$ cat config.mk
export PLATFORM = sky130hd
export DESIGN_NAME = pixel_stream_writer
export DESIGN_NICKNAME = d
export VERILOG_FILES = /design/src/rtl/pixel_stream_writer.sv
export SDC_FILE = /design/constraint.sdc
export NUM_CORES = 1
export LEC_CHECK = 0
export ABC_CLOCK_PERIOD_IN_PS = 3400
export CORE_ASPECT_RATIO = 1.75
export CORE_UTILIZATION = 45
export CTS_BUF_LIST = sky130_fd_sc_hd__clkbuf_8
export CTS_CLUSTER_SIZE = 10
export DETAILED_ROUTE_END_ITERATION = 8
export HOLD_SLACK_MARGIN = 0.03
export SETUP_SLACK_MARGIN = 0.3
export SYNTH_ARGS = -nofsm -noshare
export SYNTH_HDL_FRONTEND = slang
export SYNTH_SLANG_ARGS = --single-unit
$ cat constraint.sdc
create_clock -name pixel_clk -period 3.4 [get_ports pixel_clk]
set_input_delay 1.02 -clock pixel_clk [delete_from_list [all_inputs] [get_ports pixel_clk]]
set_output_delay 1.02 -clock pixel_clk [all_outputs]
set_load 0.02 [all_outputs]
$ cat src/rtl/pixel_stream_writer.sv
// Renderer pixel sink: raster-tags each incoming pixel and buffers it in a show-ahead FIFO
// feeding a ready/valid stream. The renderer cannot be stalled, so a full FIFO drops and counts pixels.
module pixel_stream_writer #(
  parameter int H_RES      = 640,
  parameter int V_RES      = 480,
  parameter int DATA_W     = 32,
  parameter int FIFO_DEPTH = 16
) (
  input  logic                          pixel_clk,
  input  logic                          pixel_rst_n,
  input  logic                          pixel_valid,
  input  logic [DATA_W-1:0]             pixel_data,
  input  logic                          frame_sync,
  output logic [DATA_W-1:0]             m_data,
  output logic                          m_sof,
  output logic                          m_eol,
  output logic                          m_valid,
  input  logic                          m_ready,
  output logic [$clog2(FIFO_DEPTH):0]   fifo_level,
  output logic                          overflow,
  input  logic                          overflow_clr,
  output logic [15:0]                   drop_count,
  output logic [15:0]                   frame_count
);

  localparam int AW = (FIFO_DEPTH > 1) ? $clog2(FIFO_DEPTH) : 1;
  localparam int LW = $clog2(FIFO_DEPTH) + 1;
  localparam int XW = (H_RES > 1) ? $clog2(H_RES) : 1;
  localparam int YW = (V_RES > 1) ? $clog2(V_RES) : 1;
  localparam logic [XW-1:0] X_LAST   = XW'(H_RES - 1);
  localparam logic [YW-1:0] Y_LAST   = YW'(V_RES - 1);
  localparam logic [LW-1:0] FULL_LVL = LW'(FIFO_DEPTH);

  logic [XW-1:0]     x_q, x_eff, x_nxt;
  logic [YW-1:0]     y_q, y_eff, y_nxt;
  logic              tag_sof, tag_eol, line_wrap, frame_wrap;
  logic              full, empty, wr_en, rd_en, drop;
  logic [AW-1:0]     wr_ptr, rd_ptr;
  logic [LW-1:0]     level;
  logic [DATA_W+1:0] mem [FIFO_DEPTH];
  logic [DATA_W+1:0] head;

  // frame_sync in the same cycle as a valid pixel makes that pixel itself (0,0)
  always_comb begin
    x_eff      = frame_sync ? '0 : x_q;
    y_eff      = frame_sync ? '0 : y_q;
    tag_sof    = (x_eff == '0) && (y_eff == '0);
    tag_eol    = (x_eff == X_LAST);
    line_wrap  = (x_eff == X_LAST);
    frame_wrap = line_wrap && (y_eff == Y_LAST);
    x_nxt      = line_wrap ? '0 : x_eff + XW'(1);
    y_nxt      = y_eff;
    if (line_wrap) begin
      y_nxt = frame_wrap ? '0 : y_eff + YW'(1);
    end
  end

  always_comb begin
    full  = (level == FULL_LVL);
    empty = (level == '0);
    wr_en = pixel_valid && !full;
    drop  = pixel_valid && full;
    rd_en = !empty && m_ready;
  end

  always_ff @(posedge pixel_clk or negedge pixel_rst_n) begin
    if (!pixel_rst_n) begin
      x_q         <= '0;
      y_q         <= '0;
      frame_count <= '0;
    end else if (pixel_valid) begin
      x_q <= x_nxt;
      y_q <= y_nxt;
      if (frame_wrap) begin
        frame_count <= frame_count + 16'd1;
      end
    end else if (frame_sync) begin
      x_q <= '0;
      y_q <= '0;
    end
  end

  // Storage is cleared on reset so the stream outputs read zero until the first write
  always_ff @(posedge pixel_clk or negedge pixel_rst_n) begin
    if (!pixel_rst_n) begin
      for (int i = 0; i < FIFO_DEPTH; i++) begin
        mem[i] <= '0;
      end
    end else if (wr_en) begin
      mem[wr_ptr] <= {tag_sof, tag_eol, pixel_data};
    end
  end

  always_ff @(posedge pixel_clk or negedge pixel_rst_n) begin
    if (!pixel_rst_n) begin
      wr_ptr <= '0;
      rd_ptr <= '0;
      level  <= '0;
    end else begin
      if (wr_en) begin
        wr_ptr <= wr_ptr + AW'(1);
      end
      if (rd_en) begin
        rd_ptr <= rd_ptr + AW'(1);
      end
      case ({wr_en, rd_en})
        2'b10:   level <= level + LW'(1);
        2'b01:   level <= level - LW'(1);
        default: level <= level;
      endcase
    end
  end

  // A drop in the same cycle as overflow_clr keeps the flag set
  always_ff @(posedge pixel_clk or negedge pixel_rst_n) begin
    if (!pixel_rst_n) begin
      overflow   <= 1'b0;
      drop_count <= '0;
    end else begin
      if (drop) begin
        overflow <= 1'b1;
      end else if (overflow_clr) begin
        overflow <= 1'b0;
      end
      if (drop && (drop_count != 16'hFFFF)) begin
        drop_count <= drop_count + 16'd1;
      end
    end
  end

  assign head       = mem[rd_ptr];
  assign m_data     = head[DATA_W-1:0];
  assign m_eol      = head[DATA_W];
  assign m_sof      = head[DATA_W+1];
  assign m_valid    = !empty;
  assign fifo_level = level;

endmodule
==> metrics.md <==
| Metric | Value |
|---|---|
| Status | complete, but fails checks |
| Failing checks | setup timing |
| Final period util | 113% |
| Final worst slack | -0.447 ns |
| Clk_lat worst skew | 0.70 ns |
| Port Buffers | 110 |
| DIE WIDTH | 189 um |
| Share of layout cells above drive strength 1 | 49.9% |
| Yosys warning total | 0 |
| Die height | 330 um |
| Top-area cell type share of the netlist area | 55.2% |
| Die area | 62400 um^2 |
| Post-synthesis adder-cell area fraction | 0.752% |
| R2r endpoint | fifo_level[4] |
| Core area | 60500 um^2 |
| Cell variety after synth | 48 |
| Startpoint types | flop |
| Clock slew at the register clock pins of the worst setup and hold paths | 0.06 ns |
| CTS tree | done |
| Crit path kind | reg -> out |
| Cell Pwr Density | 971 nW/um^2 |
| Post-route ant nets | 0 |
| Placer congestion estimate | 0.778 |
| Largest family of logic cells by synthesized area | multiplexers |
| Async set or reset register ratio after synthesis | 100% |
| R2r setup slk | 0.51 ns |
| Area grow syn2layout | 18.7% |
| Dominant cells by area after synthesis | dfrtp_1 55%, mux2_2 21%, mux4_2 14% |
| DR vias | 15900 |
| Post-synthesis sequential area ratio | 55.2% |
| Post-synth top area cell | dfrtp_1 |
| Worst Skew | 0.0254 ns |
| XOR/XNOR Fraction of Synth Area | 1.49% |
| Simple-Gate Fraction of Synth Area | 4.15% |
| Total wire length | 67300 um |
| DP Worst Slack | -0.153 ns |
| Total CTS buffers | 94 |
| Leak | 14.5 nW |
| Total chip power | 31.8 mW |
| Site Rows | 119 |
| Cells after synthesis | 1768 |
| Max Fclk | 0.260 GHz |
| CP arrival | 2.83 ns |
| RSZ-0062 raised after global routing | true |
| Syn_nets | 1822 |
| Compound-cell area share of the yosys netlist | 1.18% |
| Count of final setup violators | 34 |
| Post-synthesis mux area share | 34.9% |
| DRC Markers | 0 |
| Drt first pass iters | 4 |
| CP Capture Type | output port |
| Pin count of the biggest net entering global routing | 84 |
| DR vias/cell | 5.67 |
| Worst-case vdd ir drop | 0.605 mV |
| FF-to-FF path depth | 12 |
| Most common cell after layout, fill and taps aside | dfrtp_1 |
| Internal Power | 22.0 mW |
| Final Hold Vio Count | 0 |
| Rel. slew slack | 59.6% |
| Initial Utilization | 45.7% |
| H-tree Lvls | 3 |
| Root Driver | clkbuf_8 |
| Max-slew violations | 0 |
| CP Data Required Time | 2.38 ns |
| Worst-Margin Slew | 0.604 ns |
| Final-stage net count | 2009 |
| RR Startpoint | fifo_level[3] |
| Ports | 111 |
| Critical Path Source | rd_ptr[0] |
| Main synth FF type | dfrtp_1 |
| 1st-iter DRT viols | 675 |
| Vias in the first global route | 18000 |
| Worst Path Max Fanout | 7 |
| CTS sink count | 609 |
| Number of enable flip-flop cells after synthesis | 0 |
| Clock share of power | 20.1% |
| GRT Util Overall | 22.7% |
| Max-cap violations | 0 |
| First-pass GRT wire length | 106000 um |
| Sequential Power Share | 38.2% |
| Post-Syn Area | 27600 um^2 |
| Yosys reg bits | 609 |
| Logic pwr share | 41.7% |
| Sw power | 9.83 mW |
| Layout Utilization | 54.2% |
| Most frequent cells in the layout | 605 x dfrtp_1, 514 x mux2_2, 170 x mux4_2, 120 x clkbuf_8, 74 x clkdlybuf4s50_1 |
| Detailed Place HPWL | 40600 um |
| Hold Crit Class | in -> async |
| Placement-stage cell area | 30400 um^2 |
| Tmin final | 3.85 ns |
| Syn Area/Cell | 15.6 um^2 |
| Post-route cell area | 32800 um^2 |
| Wire per inst | 23.9 um |
| Number of buffers on the longest clock path | 3 |
| Aggregate global routing overflow | 0 |
| Initial antenna violation count | 2 |
| Switch share | 30.9% |
## power groups by stage
stage	clock, mW	combinational, mW	sequential, mW
floorplan	0	9.00	11.6
global placement	0	12.6	12.1
detailed placement	0	12.9	12.3
CTS	6.64	13.4	12.2
global route	6.91	14.2	12.6
finish	6.40	13.3	12.2
## worst max-delay path by stage
| stage | cells past startpoint | slack (ns) | endpoint |
|---|---|---|---|
| finish | 6 | -0.45 | m_data[16] |
| global route | 6 | -0.51 | m_data[31] |
| CTS | 5 | -0.51 | m_data[12] |
| detailed placement | 5 | -0.15 | m_data[31] |
| global placement | 5 | -0.14 | m_data[31] |
| floorplan | 12 | 0.28 | fifo_level[4] |
## area by class of cell
type | instances | area [um^2]
fillers | 5022 | 27700
well taps | 786 | 983
clock inverters | 43 | 323
flip-flops and latches | 609 | 15300
repair buffers | 228 | 2740
clock buffers | 120 | 1650
diodes | 2 | 5.00
inverters | 15 | 56.3
multi-input cells | 1007 | 11800
## sequential cells by signal (all words and copies together) (netlist names)
| register | count |
|---|---|
| x_q | 10 |
| rd_ptr | 4 |
| wr_ptr | 4 |
| overflow | 1 |
| y_q | 9 |
| frame_count | 16 |
| drop_count | 16 |
| mem | 544 |
| fifo_level | 5 |
## routing by layer
| metal | vias to the layer above | global-route usage (%) | share of wire [%] |
|---|---|---|---|
| li1 | 6935 | - | - |
| met1 | 8564 | 27.0 | 40 |
| met2 | 319 | 41.5 | 54 |
| met3 | 115 | 3.55 | 3.5 |
| met4 | 0 | 7.91 | 2.5 |
| met5 | - | 0 | 0 |
## kinds of logic after synthesis
kind of cell,after synthesis
and+or+nand+nor,197
DFF,609
buffers and inverters,152
AOI/OAI and AO/OA,61
xor gates and xnor gates,47
adders and majority gates,16
muxes,686
## synthesized netlist by cell type (all sizes together) (5+ instances only)
library cell and count:
inv 15, nand2 64, clkbuf 62, buf 75, nand3 33, xnor2 27, mux4 170, or3 5
ha 15, nor2b 12, nor4 7, nor2 16, and4 5, o21ai 45, nor3 13, and2 6
xor2 20, a21oi 7, mux2 514, nand2b 5, nand4 17, dfrtp 609
## timing repair
| action | in CTS | in global routing |
|---|---|---|
| endpoints found under the setup margin | 35 | 34 |
| gates cloned | 6 | 2 |
| hold buffers | 0 | 0 |
| pin swaps | 1 | 0 |
| setup buffers | 11 | 0 |
| resized for setup | 188 | 6 |
## metrics by stage
step | TNS (ns) | std cells | hold WS, ns
6_report | -12.93 | 2810 | 0.266
5_1_grt | -15.53 | 2810 | 0.252
4_1_cts | -15.18 | 2806 | 0.221
3_5_place_dp | -2.36 | 2626 | 0.466
3_3_place_gp | -1.98 | 2626 | 0.457
2_1_floorplan | 0 | 1768 | 0.445
## worst max-delay path, stage by stage (launching register included)
cell     delay (ns)
dfrtp_4        0.49
buf_12         0.15
buf_16         0.17
buf_12         0.14
mux4_2         0.48
mux4_2         0.55
buf_6          0.16
No activity file was read; power rests on OpenSTA's default activity.
